==> src/rtl/aq_rtu_wb_arb.sv <==
// Writeback arbiter for the register-file write ports.
// Port0 carries the registered rbus result, port1 carries the LSU result.
// Backpressured requesters fill whichever port is idle using a round-robin
// search, and a starvation counter raises rbus_stall when they wait too long.
module aq_rtu_wb_arb #(
   parameter int DATA_W       = 64,
   parameter int PREG_W       = 6,
   parameter int NUM_REQ      = 4,
   parameter int DUAL_PORT    = 1,
   parameter int STARVE_LIMIT = 8
) (
   input  logic                      wb_clk,
   input  logic                      cpurst_b,
   input  logic                      rbus_wb_vld,
   input  logic [PREG_W-1:0]         rbus_wb_preg,
   input  logic [DATA_W-1:0]         rbus_wb_data,
   input  logic                      lsu_wb_vld,
   input  logic [PREG_W-1:0]         lsu_wb_preg,
   input  logic [DATA_W-1:0]         lsu_wb_data,
   input  logic [NUM_REQ-1:0]        req_vld,
   input  logic [NUM_REQ*PREG_W-1:0] req_preg,
   input  logic [NUM_REQ*DATA_W-1:0] req_data,
   output logic [NUM_REQ-1:0]        req_grnt,
   output logic                      wb0_vld,
   output logic [PREG_W-1:0]         wb0_preg,
   output logic [DATA_W-1:0]         wb0_data,
   output logic                      wb1_vld,
   output logic [PREG_W-1:0]         wb1_preg,
   output logic [DATA_W-1:0]         wb1_data,
   output logic                      rbus_stall,
   output logic                      wb_no_op
);

   localparam int         PTR_W  = (NUM_REQ > 1) ? $clog2(NUM_REQ) : 1;
   localparam bit         USE_P1 = (DUAL_PORT != 0) && (NUM_REQ > 1);
   localparam logic [7:0] LIMIT  = 8'(STARVE_LIMIT);

   logic               r_rbus_vld;
   logic [PREG_W-1:0]  r_rbus_preg;
   logic [DATA_W-1:0]  r_rbus_data;
   logic [PTR_W-1:0]   r_rr_ptr;
   logic [7:0]         r_starve_cnt;
   logic               r_stall;

   logic               w_hit0, w_hit1;
   logic [PTR_W-1:0]   w_idx0, w_idx1;
   logic               w_p0_free, w_p1_free;
   logic               w_p0_gnt, w_p1_gnt;
   logic [PTR_W-1:0]   w_p0_idx, w_p1_idx;
   logic [PTR_W-1:0]   w_last;
   logic [PTR_W-1:0]   w_ptr_nxt;
   logic [NUM_REQ-1:0] w_grnt;
   logic               w_any_req, w_any_gnt;

   // Find the first and second asserted requests searching upward from rr_ptr.
   always_comb begin
      w_hit0 = 1'b0;
      w_hit1 = 1'b0;
      w_idx0 = '0;
      w_idx1 = '0;
      for (int unsigned k = 0; k < NUM_REQ; k++) begin
         logic [PTR_W-1:0] w_scan;
         w_scan = PTR_W'((32'(r_rr_ptr) + k) % 32'(NUM_REQ));
         if (req_vld[w_scan]) begin
            if (!w_hit0) begin
               w_hit0 = 1'b1;
               w_idx0 = w_scan;
            end else if (!w_hit1) begin
               w_hit1 = 1'b1;
               w_idx1 = w_scan;
            end
         end
      end
   end

   // Map the search results onto the free ports; grants are held off in reset.
   always_comb begin
      w_p0_free = !r_rbus_vld;
      w_p1_free = USE_P1 && !lsu_wb_vld;
      w_p0_gnt  = cpurst_b && w_p0_free && w_hit0;
      w_p0_idx  = w_idx0;
      if (w_p0_free) begin
         w_p1_gnt = cpurst_b && w_p1_free && w_hit1;
         w_p1_idx = w_idx1;
      end else begin
         w_p1_gnt = cpurst_b && w_p1_free && w_hit0;
         w_p1_idx = w_idx0;
      end
      w_grnt = '0;
      if (w_p0_gnt) w_grnt[w_p0_idx] = 1'b1;
      if (w_p1_gnt) w_grnt[w_p1_idx] = 1'b1;
      // port1 always sits later in search order, so it is the last granted
      w_last    = w_p1_gnt ? w_p1_idx : w_p0_idx;
      w_ptr_nxt = PTR_W'((32'(w_last) + 32'd1) % 32'(NUM_REQ));
      w_any_req = |req_vld;
      w_any_gnt = w_p0_gnt || w_p1_gnt;
   end

   // rbus valid stage, discarded on reset.
   always_ff @(posedge wb_clk or negedge cpurst_b) begin
      if (!cpurst_b) r_rbus_vld <= 1'b0;
      else           r_rbus_vld <= rbus_wb_vld;
   end

   // rbus payload, captured only with a valid result.
   always_ff @(posedge wb_clk) begin
      if (rbus_wb_vld) begin
         r_rbus_preg <= rbus_wb_preg;
         r_rbus_data <= rbus_wb_data;
      end
   end

   // Round-robin pointer advances past the last granted requester.
   always_ff @(posedge wb_clk or negedge cpurst_b) begin
      if (!cpurst_b)      r_rr_ptr <= '0;
      else if (w_any_gnt) r_rr_ptr <= w_ptr_nxt;
   end

   // Starvation counter and the stall request it raises once saturated.
   always_ff @(posedge wb_clk or negedge cpurst_b) begin
      if (!cpurst_b) begin
         r_starve_cnt <= '0;
         r_stall      <= 1'b0;
      end else if (w_any_gnt || !w_any_req) begin
         r_starve_cnt <= '0;
         r_stall      <= 1'b0;
      end else begin
         if (r_starve_cnt != LIMIT) r_starve_cnt <= r_starve_cnt + 8'd1;
         else                       r_stall      <= 1'b1;
      end
   end

   assign req_grnt   = w_grnt;
   assign wb0_vld    = r_rbus_vld || w_p0_gnt;
   assign wb0_preg   = r_rbus_vld ? r_rbus_preg : req_preg[w_p0_idx*PREG_W +: PREG_W];
   assign wb0_data   = r_rbus_vld ? r_rbus_data : req_data[w_p0_idx*DATA_W +: DATA_W];
   assign wb1_vld    = lsu_wb_vld || w_p1_gnt;
   assign wb1_preg   = lsu_wb_vld ? lsu_wb_preg : req_preg[w_p1_idx*PREG_W +: PREG_W];
   assign wb1_data   = lsu_wb_vld ? lsu_wb_data : req_data[w_p1_idx*DATA_W +: DATA_W];
   assign rbus_stall = r_stall;
   assign wb_no_op   = !wb0_vld && !wb1_vld;

endmodule

==> config.mk <==
export PLATFORM = sky130hd
export DESIGN_NAME = aq_rtu_wb_arb
export DESIGN_NICKNAME = d
export VERILOG_FILES = /design/src/rtl/aq_rtu_wb_arb.sv
export SDC_FILE = /design/constraint.sdc
export NUM_CORES = 1
export LEC_CHECK = 0
export CORE_AREA = 2 2 223 225
export DETAILED_ROUTE_END_ITERATION = 10
export DIE_AREA = 0 0 225 227
export GPL_TIMING_DRIVEN = 0
export SLEW_MARGIN = 20
export SYNTH_ARGS = -nofsm -noshare
export SYNTH_HDL_FRONTEND = slang
export SYNTH_SLANG_ARGS = --single-unit
==> constraint.sdc <==
create_clock -name wb_clk -period 6.75 [get_ports wb_clk]
set_input_delay 1.35 -clock wb_clk [delete_from_list [all_inputs] [get_ports wb_clk]]
set_output_delay 1.35 -clock wb_clk [all_outputs]
set_load 0.05 [all_outputs]
## Word level (Yosys, flattened, before mapping)

Cells that the tools add are included.

- Multiplexer cells: 50
- Bitwise operators: 1
- Add/sub/neg operators: 5
- Multiply operators: 2
- Reductions and logical operators: 19
- Equal/unequal tests: 2
- Order comparisons: 8
- Shift-type cells: 4

Operators by type and width:

| cell | count |
|---|---|
| $shiftx A256 B9 Y64 | 2 |
| $mux W64 | 2 |
| $shiftx A24 B6 Y6 | 2 |
| $mux W2 | 17 |
| $mux W1 | 19 |
| $lt A2 B3 Y1 const B | 6 |
| $mux W8 | 2 |
| $mux W6 | 2 |
| $add A8 B1 Y8 const B | 1 |
| $bmux W1 S2 | 4 |
| $logic_and A1 B1 Y1 | 8 |
| $mul A2 B2 Y4 const B | 2 |
| $mux W4 | 2 |
| $ne A8 B4 Y1 const B | 1 |
| $logic_not A1 Y1 | 5 |
| $add A2 B1 Y2 const B | 2 |
| $add A2 B2 Y2 const B | 2 |
| $demux W1 S2 | 2 |
| $ge A2 B1 Y1 const B | 2 |
| $logic_or A1 B1 Y1 | 4 |
| $or A4 B4 Y4 | 1 |
| $reduce_or A4 Y1 | 1 |
| $ne A2 B2 Y1 const B | 1 |
| $reduce_bool A2 Y1 | 1 |

- Flip-flop bits (word level): 82
- Input port bits: 428
- Output and inout port bits: 148
- Logic and storage cells: 97

## Logic depth before layout (Yosys ltp)

Gate-level depths: netlist (run 1).

- Depth in word-level cells: 18
- Depth in mapped cells: 14
- Gate-level depth less buffers: 10

## Least setup slack after synthesis (run 1)

Ideal clock, no wire load.

- Kind: input to output
- Start: input req_vld[0]
- End: output wb0_data[17]
- Path buffers: 3
- Cell stages on the path: 12
- Path slack: 1,036 ps
- Required time: 5,400 ps
- Data arrival time: 4,364 ps
- Cell sequence: buf_2 or2_2 o211ai_1 o21ai_0 ha_1 mux2i_1 o2111ai_1 a41oi_2 buf_2 buf_2 a21oi_1 o21ai_0

- Cells in the longest elaborated chain, start to end: 11
- Elaborated cells between the ends (all ways): 20
- Classes of those cells: 1 x shift; 19 x mux

RTL lines:

| what | RTL line | text |
|---|---|---|
| from (decl) | 20 | `input logic [NUM_REQ-1:0] req_vld,` |
| $bmux W1 S2 | 64 | `if (req_vld[w_scan]) begin` |
| $mux W1 (not written as such) | 64 |  |
| $mux W2 or $mux W1 (tied branches) | 64 |  |
| $mux W2 | 65 | `if (!w_hit0) begin` |
| $mux W2 | 64 |  |
| $mux W2 | 65 |  |
| $mux W2 | 64 |  |
| $mux W2 | 65 |  |
| $mux W2 (*) | 64 |  |
| $shiftx A256 B9 Y64 (*) | 136 | `assign wb0_data = r_rbus_vld ? r_rbus_data : req_data[w_p0_idx*DATA_W +: DATA_W];` |
| $mux W64 (*) | 136 |  |
| to (decl) | 26 | `output logic [DATA_W-1:0] wb0_data,` |

Every way passes the cells marked *; elsewhere a longest branch is shown, timed or not. The select of a mux whose other input is x is not followed.

## Worst setup path in the final report (run 1)

- Start: input req_vld[0]
- End: output wb0_preg[3]

- Cells in the longest elaborated chain, start to end: 12
- Elaborated cells between the ends (all ways): 21
- Classes of those cells: 1 x mul; 1 x shift; 19 x mux

RTL lines:

| what | RTL line | text |
|---|---|---|
| $bmux W1 S2 | 64 |  |
| $mux W1 (not written as such) | 64 |  |
| $mux W2 or $mux W1 (tied branches) | 64 |  |
| $mux W2 | 65 |  |
| $mux W2 | 64 |  |
| $mux W2 | 65 |  |
| $mux W2 | 64 |  |
| $mux W2 | 65 |  |
| $mux W2 (*) | 64 |  |
| $mul A2 B2 Y4 (*) | 135 | `assign wb0_preg = r_rbus_vld ? r_rbus_preg : req_preg[w_p0_idx*PREG_W +: PREG_W];` |
| $shiftx A24 B6 Y6 (*) | 135 |  |
| $mux W6 (*) | 135 |  |
| to (decl) | 25 | `output logic [PREG_W-1:0] wb0_preg,` |

Marks and branches as above.

==> impl_metrics.py, run 1 <==
metrics = {
    "status": {
        "status": "finished, final reports clean",
    },
    "pwr": {
        "p_clk_frac": 0.069,
        "pwr-share-comb": 0.850,
        "p_leak_nw": 6.96,
        "internal_power_mw": 2.91,
        "pwr-share-seq": 0.081,
        "ir_drop_uv": 196,
        "swShare": 0.623,
        "power.switching_mw": 4.82,
        "p_per_area_nw_per_um2": 474,
    },
    "setup_path": {
        "cp.arrival_ns": 5.26,
        "path_cells": "clkdlybuf4s50_1, buf_2, or2_2, o211ai_1, o21ai_0, ha_1, mux2i_1, o2111ai_1, a41oi_2, buf_4, buf_2, a21oi_1, o21ai_0, clkdlybuf4s50_1",
        "critPathMaxStageDelay_ns": 0.86,
        "required_ns": 5.40,
        "path_max_fanout": 10,
        "critPathKind": "primary input to output port",
        "reg2reg_from": "r_rr_ptr[1]",
        "critPathCaptureType": "output port",
        "slowest_stage": "clkdlybuf4s50_1",
        "cp-start-kind": "primary input",
        "startpoint": "req_vld[0]",
    },
    "cts": {
        "clock_sinks": 82,
        "clkTransAtPathRegs_ns": 0.07,
        "cts_hold_buf": 0,
        "cts_made_buffers": 9,
        "cts.path.max_buffers": 2,
        "clock-root-buffer": "clkbuf_16",
        "htree_levels": 3,
        "cts_tree": "done",
        "clock_latency_ns": 0.38,
    },
    "route": {
        "vias": 12800,
        "drt_iter0_markers": 892,
        "post_drt_wl_per_cell_um": 23.0,
        "ant_nets": 0,
        "post_drt_via_cell_ratio": 5.04,
        "dr.pass1.iters": 5,
        "drt_drc_violations_left": 0,
        "routed_wl_um": 58400,
    },
    "synthesis": {
        "synth_flop_cell": "edfxtp_1",
        "syn-instance-count": 1327,
        "synth-adder-area-share": 0.00746,
        "syn_nets": 1759,
        "synth_area_per_cell_um2": 7.08,
        "synth_cell_types": 54,
        "synth_warnings": 0,
        "synth_area_um2": 9390,
        "synth_edf_count": 70,
        "synth_seq_cells": 82,
        "synth-seq-area-share": 0.256,
        "async_flop_share": 0.146,
        "synth_top_family_by_area": "compound AO/OA/AOI/OAI gates",
        "synthSimpleGateAreaFrac": 0.232,
        "synthMuxAreaShare": 0.0810,
        "synth_compound_area_frac": 0.340,
        "synth_xor_area_frac": 0.00839,
    },
    "sta": {
        "fin_crit_ns": 6.61,
        "period_share": 0.979,
        "final-setup-viol-count": 0,
        "skew_ns": 0.00186,
        "hold_viol": 0,
        "max_freq_mhz": 151,
        "worst_slew_pin_slew_ns": 1.07,
        "final.setup.tns_ns": 0,
        "drv_slew": 0,
        "slew_headroom": 0.285,
    },
    "placement": {
        "portBuffers": 574,
        "dpl.hpwl_um": 45600,
        "routabilityCongestion": 0.921,
    },
    "finish": {
        "area_growth_pct": 73.6,
        "drive_gt1_frac": 0.108,
        "nets": 2346,
        "fill_cells": 5185,
        "final_util": 0.336,
    },
    "floorplanning": {
        "initial_core_util": 0.193,
        "rows": 81,
        "fp.dieArea_um2": 51100,
        "coreArea_um2": 48500,
        "chipWidth_um": 225,
        "pin_count": 576,
        "dieHeight_um": 227,
    },
    "job": {
        "cap_violations": 0,
    },
    "min_path": {
        "hp-class": "flop to flop",
        "min_from": "rbus_stall",
    },
    "global_route": {
        "grt_pass1_vias": 12600,
        "antenna_found_initial": 7,
        "grt_max_degree": 42,
        "globalRouteOverflowTotal": 0,
        "grt_pass1_wl_um": 82800,
        "grt_use_total": 0.219,
    },
}
==> synthesized netlist by cell type (3+ instances only) <==
cell,n,area (µm²)
nor2_1,18,67.6
nor2b_1,3,18.8
ha_1,4,50.1
xnor2_1,4,35.0
mux2i_1,76,761
nand3_1,9,45.0
nor4_1,3,18.8
buf_2,36,180
nor3_1,4,20.0
nand2b_1,6,37.5
a21oi_1,249,1250
buf_6,11,124
edfxtp_1,70,2100
inv_1,8,30.0
buf_8,4,60.1
o22ai_1,5,31.3
a21oi_2,40,350
o221ai_2,60,901
clkbuf_1,75,282
dfrtp_1,12,300
nand2_1,499,1870
o221ai_1,10,87.6
o21ai_0,78,390
xor2_1,5,43.8
==> what timing repair did <==
| action | 4_1_cts | 5_1_grt |
|---|---|---|
| buffers inserted | 3 | 0 |
| setup endpoints to repair | 144 | 53 |
| resized for setup | 118 | 62 |
==> sequential cells by signal, indices dropped and copies added, names as in the netlist <==
signal        count
r_starve_cnt      8
r_rbus_data      64
rbus_stall        1
r_rr_ptr          2
r_rbus_vld        1
r_rbus_preg       6
==> cells by family after synthesis <==
| kind of cell | count (synthesis) |
|---|---|
| AOI/OAI and AO/OA | 462 |
| xor gates and xnor gates | 9 |
| adders and majority gates | 6 |
| buffers and inverters | 137 |
| DFF | 82 |
| muxes | 76 |
| and+or+nand+nor | 555 |
==> layer usage <==
layer / wire length (µm) / global-route usage
met3: 5090 / 0.0576
met5: 56 / 0
met2: 27700 / 0.376
met4: 2160 / 0.0867
met1: 23400 / 0.259
==> worst max-delay path, delay by kind of cell <==
family	cells	cell delay, ns
and+or+nand+nor	1	0.30
adders and majority gates	1	0.32
muxes	1	0.15
AOI/OAI and AO/OA	6	1.01
buffers and inverters	5	2.12
==> worst paths after layout <==
kind | slack [ns] | cells past startpoint | to
max reg2reg | 3.52 | 13 | r_rr_ptr[1]
max | 0.14 | 14 | wb0_preg[3]
max in group asynchronous | 5.01 | 1 | r_rbus_vld
min reg2reg | 0.52 | 2 | rbus_stall
min | 0.52 | 2 | rbus_stall
min in group asynchronous | 1.35 | 1 | r_starve_cnt[2]
==> placed cells by master (no fill, tap or decap), types with 5 or more instances in the layout <==
cell,n
buf_6,12
buf_4,7
dfrtp_1,12
a21oi_1,249
nand2_1,499
clkbuf_1,59
o221ai_1,10
o221ai_2,60
nand3_1,9
mux2i_1,76
edfxtp_1,70
nor2_1,17
buf_2,33
xor2_1,5
a21oi_2,40
dlymetal6s2s_1,43
clkdlybuf4s50_1,435
o21ai_0,78
clkbuf_2,20
nand2b_1,5
inv_1,8
clkbuf_16,9
dlygate4sd2_1,84
==> power groups by stage <==
| stage | logic [mW] | registers, mW | clock network [mW] |
|---|---|---|---|
| after detailed placement | 6.74 | 0.636 | 0 |
| after CTS | 6.57 | 0.625 | 0.568 |
| final | 6.56 | 0.625 | 0.537 |
| after global placement | 6.71 | 0.637 | 0 |
| after floorplan | 4.37 | 0.630 | 0 |
| after global routing | 6.91 | 0.632 | 0.583 |
==> per-stage QoR <==
step	hold WS, ns	cells	setup WS (ns)	power, mW	instance area (µm²)
2_1_floorplan	0.497	1327	1.04	5.00	9390
4_1_cts	0.525	2542	0.0161	7.77	16200
6_report	0.515	2542	0.142	7.73	16300
3_3_place_gp	0.490	2523	-1.27	7.35	15900
3_5_place_dp	0.497	2525	-0.796	7.38	16000
5_1_grt	0.563	2542	-0.0305	8.13	16300
==> cell type report <==
type	instances	area, µm²	share of cell area
clock buffer	9	225	0.0138
antenna	1	2.50	0.000153
timing repair buffer	579	5790	0.355
sequential	82	2400	0.147
buffer	126	691	0.0424
multi-input combinational	1108	6320	0.388
inverter	8	30.0	0.00184
clock inverter	7	66.3	0.00407
tap	622	778	0.0477
Power figures use the tool's default switching activity.
==> run 2: changes to the inputs <==
--- a/config.mk
+++ b/config.mk
@@ -5,9 +5,9 @@
 export SDC_FILE = /design/constraint.sdc
 export NUM_CORES = 1
 export LEC_CHECK = 0
-export CORE_AREA = 2 2 223 225
+export CORE_AREA = 2 2 225 227
 export DETAILED_ROUTE_END_ITERATION = 10
-export DIE_AREA = 0 0 225 227
+export DIE_AREA = 0 0 227 229
 export GPL_TIMING_DRIVEN = 0
 export SLEW_MARGIN = 20
 export SYNTH_ARGS = -nofsm -noshare
==> run 2 against run 1 <==
Against the previous run:
- global-route usage increased by 0.30 points
- sequential power barely moved
- sequential share of layout area up 0.13 points
- fmax up 0.66%
- hold slack better by 0.023 ns
- sequential cell count unchanged
- non-clock buffer count unchanged
- power up 0.17%
- critical path type unchanged
- largest cell class is now multi-input combinational cells
- highest routed layer unchanged
==> impl_metrics.py, run 2 (same netlist as run 1, synthesis figures left out) <==
metrics = {
    "placement": {
        "routabilityCongestion": 0.943,
        "portBuffers": 574,
        "dp_cells": 2575,
        "dpl.hpwl_um": 46300,
    },
    "sta": {
        "final-setup-viol-count": 0,
        "hold_viol": 0,
        "rsz0062_at_grt": "no",
        "worst_slew_pin_slew_ns": 1.08,
        "skew_ns": 0.00886,
        "whs_ns": 0.539,
        "period_share": 0.973,
        "slew_headroom": 0.278,
        "fin_crit_ns": 6.56,
        "drv_slew": 0,
        "max_freq_mhz": 152,
    },
    "cts": {
        "clock_sinks": 82,
        "cts.path.max_buffers": 2,
        "cts_hold_buf": 0,
        "clkTransAtPathRegs_ns": 0.08,
        "clock_latency_ns": 0.39,
        "cts_made_buffers": 9,
        "htree_levels": 3,
        "cts_tree": "done",
        "clock-root-buffer": "clkbuf_16",
    },
    "route": {
        "drt_drc_violations_left": 0,
        "drt_iter0_markers": 865,
        "vias": 12700,
        "routed_wl_um": 60300,
        "post_drt_wl_per_cell_um": 23.2,
        "ant_nets": 0,
        "post_drt_via_cell_ratio": 4.91,
        "dr.pass1.iters": 7,
    },
    "floorplanning": {
        "initial_core_util": 0.189,
        "fp.dieArea_um2": 52000,
        "chipWidth_um": 227,
        "pin_count": 576,
        "coreArea_um2": 49700,
        "rows": 82,
        "dieHeight_um": 229,
    },
    "finish": {
        "drive_gt1_frac": 0.134,
        "multi_input_area_um2": 6320,
        "largest_reg_flops": 64,
        "area_growth_pct": 72.0,
        "fill_cells": 5372,
        "fin_cells": 2594,
        "largestRegisters": "r_rbus_data (64), r_starve_cnt (8), r_rbus_preg (6)",
        "final_util": 0.325,
        "regMostFlops": "r_rbus_data",
        "final_common_cell": "nand2_1",
        "seq_area_um2": 2400,
        "nets": 2346,
        "layout_common_cells": "nand2_1, clkdlybuf4s50_1, a21oi_1",
    },
    "global_route": {
        "grt_max_degree": 40,
        "grt_pass1_wl_um": 85300,
        "globalRouteOverflowTotal": 0,
        "grt_pass1_vias": 12900,
        "antenna_found_initial": 6,
        "grt_use_total": 0.222,
    },
    "min_path": {
        "hp-class": "flop to flop",
    },
    "pwr": {
        "total_power_mw": 7.74,
        "p_leak_nw": 6.94,
        "p_per_area_nw_per_um2": 479,
        "ir_drop_uv": 221,
    },
    "setup_path": {
        "cp-start-kind": "primary input",
        "critPathKind": "primary input to output port",
        "critPathCaptureType": "output port",
        "slowest_stage": "dlygate4sd2_1",
        "crit_family": "buffers and inverters",
        "path_buf_inv": 5,
        "critPathMaxStageDelay_ns": 0.56,
        "path_cells": "clkdlybuf4s50_1, buf_2, or2_2, o211ai_1, o21ai_0, ha_1, mux2i_1, o2111ai_1, a41oi_2, buf_4, buf_2, a21oi_1, o21ai_0, dlygate4sd2_1",
        "cp.arrival_ns": 5.21,
        "required_ns": 5.40,
        "path_max_fanout": 10,
    },
    "job": {
        "cap_violations": 0,
    },
    "status": {
        "status": "finished, final reports clean",
    },
}
==> run 2: changes by cell type in the layout (fill, tap and decap cells not counted), sizes merged <==
cell and delta:
dlygate4sd2 -60, inv -3, bufinv +1, diode +2, clkdlybuf4s50 -5, clkdlybuf4s15 -1, clkinv +1, dlymetal6s2s +2
buf -1, dlygate4sd1 +4, clkbuf +62
==> run 2: metrics by stage <==
step	instance area, µm²	setup TNS [ns]	worst slack, ns
6_report	16200	0	0.185
3_5_place_dp	16000	-64.17	-0.808
2_1_floorplan	9390	0	1.04
5_1_grt	16200	0	0.000117
4_1_cts	16300	0	0.00262
3_3_place_gp	16000	-108.60	-1.24
==> run 2: final timing paths <==
check	slack [ns]	to	from	cells past startpoint
max	0.19	wb0_data[18]	req_vld[0]	14
min	0.54	rbus_stall	rbus_stall	2
max reg2reg	3.52	r_rr_ptr[1]	r_rr_ptr[1]	13
min reg2reg	0.54	rbus_stall	rbus_stall	2
max in group asynchronous	4.98	r_rbus_vld	cpurst_b	1
min in group asynchronous	1.35	rbus_stall	cpurst_b	1
==> run 2: what timing repair did <==
action	4_1_cts	5_1_grt
resized for setup	111	194
endpoints found under the setup margin	144	118
setup buffers	2	0
pin swaps	1	0
==> run 2: area by class of cell <==
| cell class | count | share of cell area |
|---|---|---|
| Antenna cell | 3 | 0.000465 |
| Buffer | 127 | 0.0423 |
| Clock buffer | 10 | 0.0155 |
| Clock inverter | 6 | 0.00418 |
| Inverter | 8 | 0.00186 |
| Multi-Input combinational cell | 1108 | 0.391 |
| Sequential cell | 82 | 0.149 |
| Tap cell | 672 | 0.0520 |
| Timing Repair Buffer | 578 | 0.344 |
==> run 2: where the power goes <==
part,internal [mW],switching [mW],total (mW)
combinational,1.97,4.57,6.54
clock,0.313,0.263,0.576
sequential,0.600,0.0237,0.624
total,2.88,4.86,7.74
==> run 2: worst min-delay path, delay by kind of cell, from the launching register on <==
family        cells  cell delay [ns]
flops             1             0.36
simple gates      2             0.14
==> run 2: per-layer routing <==
metal,vias up,part of all wire,global-route usage
met5,-,0.00065,0
met4,6,0.041,0.103
met3,133,0.094,0.0643
met2,725,0.47,0.366
met1,5995,0.40,0.263
li1,5879,-,-
==> run 3: changes to the inputs <==
--- a/config.mk
+++ b/config.mk
@@ -9,6 +9,7 @@
 export DETAILED_ROUTE_END_ITERATION = 10
 export DIE_AREA = 0 0 227 229
 export GPL_TIMING_DRIVEN = 0
+export SETUP_SLACK_MARGIN = 0.02
 export SLEW_MARGIN = 20
 export SYNTH_ARGS = -nofsm -noshare
 export SYNTH_HDL_FRONTEND = slang
==> run 3 against run 2 <==
Against the previous run:
- non-clock buffer count did not move
- critical path depth did not move
- hold slack barely moved
- via count rose by 0.71%
- count of clock-buffer cells in the layout did not move
- first-iteration DRC count fell by 2.9%
- clock skew barely moved
- sequential power barely moved
- largest power group unchanged
==> impl_metrics.py, run 3 (same netlist as run 1, synthesis figures left out) <==
metrics = {
    "sta": {
        "rsz0062_at_grt": "yes",
        "final-setup-viol-count": 0,
        "fin_crit_ns": 6.57,
        "hold_viol": 0,
        "drv_slew": 0,
        "skew_ns": 0.00905,
        "max_freq_mhz": 152,
        "worst_slew_pin_slew_ns": 1.06,
        "slew_headroom": 0.295,
        "period_share": 0.974,
    },
    "route": {
        "ant_nets": 0,
        "drt_iter0_markers": 840,
        "routed_wl_um": 60300,
        "dr.pass1.iters": 5,
        "drt_drc_violations_left": 0,
        "post_drt_wl_per_cell_um": 23.2,
        "post_drt_via_cell_ratio": 4.95,
        "vias": 12800,
    },
    "global_route": {
        "grt_pass1_vias": 12900,
        "globalRouteOverflowTotal": 0,
        "grt_pass1_wl_um": 85300,
        "antenna_found_initial": 6,
        "grt_use_total": 0.222,
        "grt_max_degree": 40,
    },
    "cts": {
        "clock_sinks": 82,
        "htree_levels": 3,
        "cts_tree": "done",
        "clkTransAtPathRegs_ns": 0.08,
        "clock_latency_ns": 0.39,
        "cts_made_buffers": 9,
        "cts_hold_buf": 0,
        "clock-root-buffer": "clkbuf_16",
        "cts.path.max_buffers": 2,
    },
    "finish": {
        "fill_cells": 5383,
        "regMostFlops": "r_rbus_data",
        "nets": 2346,
        "final_common_cell": "nand2_1",
        "drive_gt1_frac": 0.138,
        "multi_input_area_um2": 6320,
        "fin_cells": 2594,
        "seq_area_um2": 2400,
        "area_growth_pct": 71.6,
        "largest_reg_flops": 64,
        "largestRegisters": "r_rbus_data (64), r_starve_cnt (8), r_rbus_preg (6)",
        "layout_common_cells": "nand2_1, clkdlybuf4s50_1, a21oi_1",
    },
    "setup_path": {
        "required_ns": 5.40,
        "reg2reg_slack_ns": 3.51,
        "critPathKind": "primary input to output port",
        "critPathCaptureType": "output port",
        "path_max_fanout": 10,
        "cp-start-kind": "primary input",
        "cp.arrival_ns": 5.22,
    },
    "pwr": {
        "ir_drop_uv": 215,
        "total_power_mw": 7.73,
        "p_per_area_nw_per_um2": 480,
        "p_leak_nw": 6.91,
    },
    "floorplanning": {
        "dieHeight_um": 229,
        "pin_count": 576,
        "rows": 82,
        "initial_core_util": 0.189,
        "fp.dieArea_um2": 52000,
        "chipWidth_um": 227,
        "coreArea_um2": 49700,
    },
    "placement": {
        "routabilityCongestion": 0.943,
        "dp_cells": 2575,
        "portBuffers": 574,
        "dpl.hpwl_um": 46300,
    },
    "min_path": {
        "hp-class": "flop to flop",
    },
    "job": {
        "cap_violations": 0,
    },
    "status": {
        "status": "finished, final reports clean",
    },
}
-- run 3: changes by cell type in the layout (fill, tap and decap cells not counted) --
cell,before,now
clkbuf_2,71,78
clkdlybuf4s15_1,3,2
clkdlybuf4s15_2,1,0
clkdlybuf4s18_2,0,1
clkdlybuf4s50_1,430,429
dlygate4sd2_1,24,22
dlymetal6s2s_1,45,42
-- run 3: where the power goes --
part	leakage [nW]	switching [mW]	internal, mW
logic	5.91	4.57	1.96
clock network	0.159	0.265	0.314
registers	0.843	0.0237	0.600
-- run 3: path summary, 6_finish.rpt --
| kind | start | end | cells after the start |
|---|---|---|---|
| worst max-delay path | req_vld[0] | wb0_data[26] | 14 |
| worst min-delay path | rbus_stall | rbus_stall | 2 |
| worst max register to register | r_rr_ptr[1] | r_rr_ptr[1] | 13 |
| worst min register to register | rbus_stall | rbus_stall | 2 |
| max in group asynchronous | cpurst_b | r_rbus_vld | 1 |
| min in group asynchronous | cpurst_b | rbus_stall | 1 |
-- run 3: metal layers --
metal | GRT usage | part of all wire
met1 | 0.263 | 0.40
met2 | 0.366 | 0.47
met3 | 0.0643 | 0.094
met4 | 0.103 | 0.041
met5 | 0 | 0.00065
-- run 3: per-stage QoR --
stage	hold slack [ns]	instance area (µm²)	utilization	setup WS (ns)	TNS, ns
floorplan	0.497	9390	-	1.04	0
global placement	0.497	16000	0.322	-1.24	-108.60
detailed placement	0.505	16000	0.323	-0.808	-64.17
CTS	0.547	16300	0.328	0.0250	0
global route	0.592	16100	0.324	0.0129	0
finish	0.539	16100	0.325	0.178	0
-- run 3: final cells by class --
cell class | count | share of cell area
Timing Repair Buffer | 578 | 0.342
Inverter | 8 | 0.00186
Clock inverter | 6 | 0.00419
Multi-Input combinational cell | 1108 | 0.392
Tap cell | 672 | 0.0522
Buffer | 127 | 0.0424
Sequential cell | 82 | 0.149
Antenna cell | 3 | 0.000466
Clock buffer | 10 | 0.0155
-- run 3: what timing repair did --
item,in CTS,in global routing
pin swaps,1,0
gates resized for setup,116,210
endpoints found under the setup margin,144,122
gates cloned,0,0
setup buffers,2,0
-- run 3: critical path, cell delays in order --
cell	delay, ns
clkdlybuf4s50_1	0.46
buf_2	0.21
or2_2	0.30
o211ai_1	0.09
o21ai_0	0.15
ha_1	0.32
mux2i_1	0.14
o2111ai_1	0.19
a41oi_2	0.40
buf_4	0.35
buf_2	0.31
a21oi_1	0.16
o21ai_0	0.18
dlygate4sd2_1	0.60
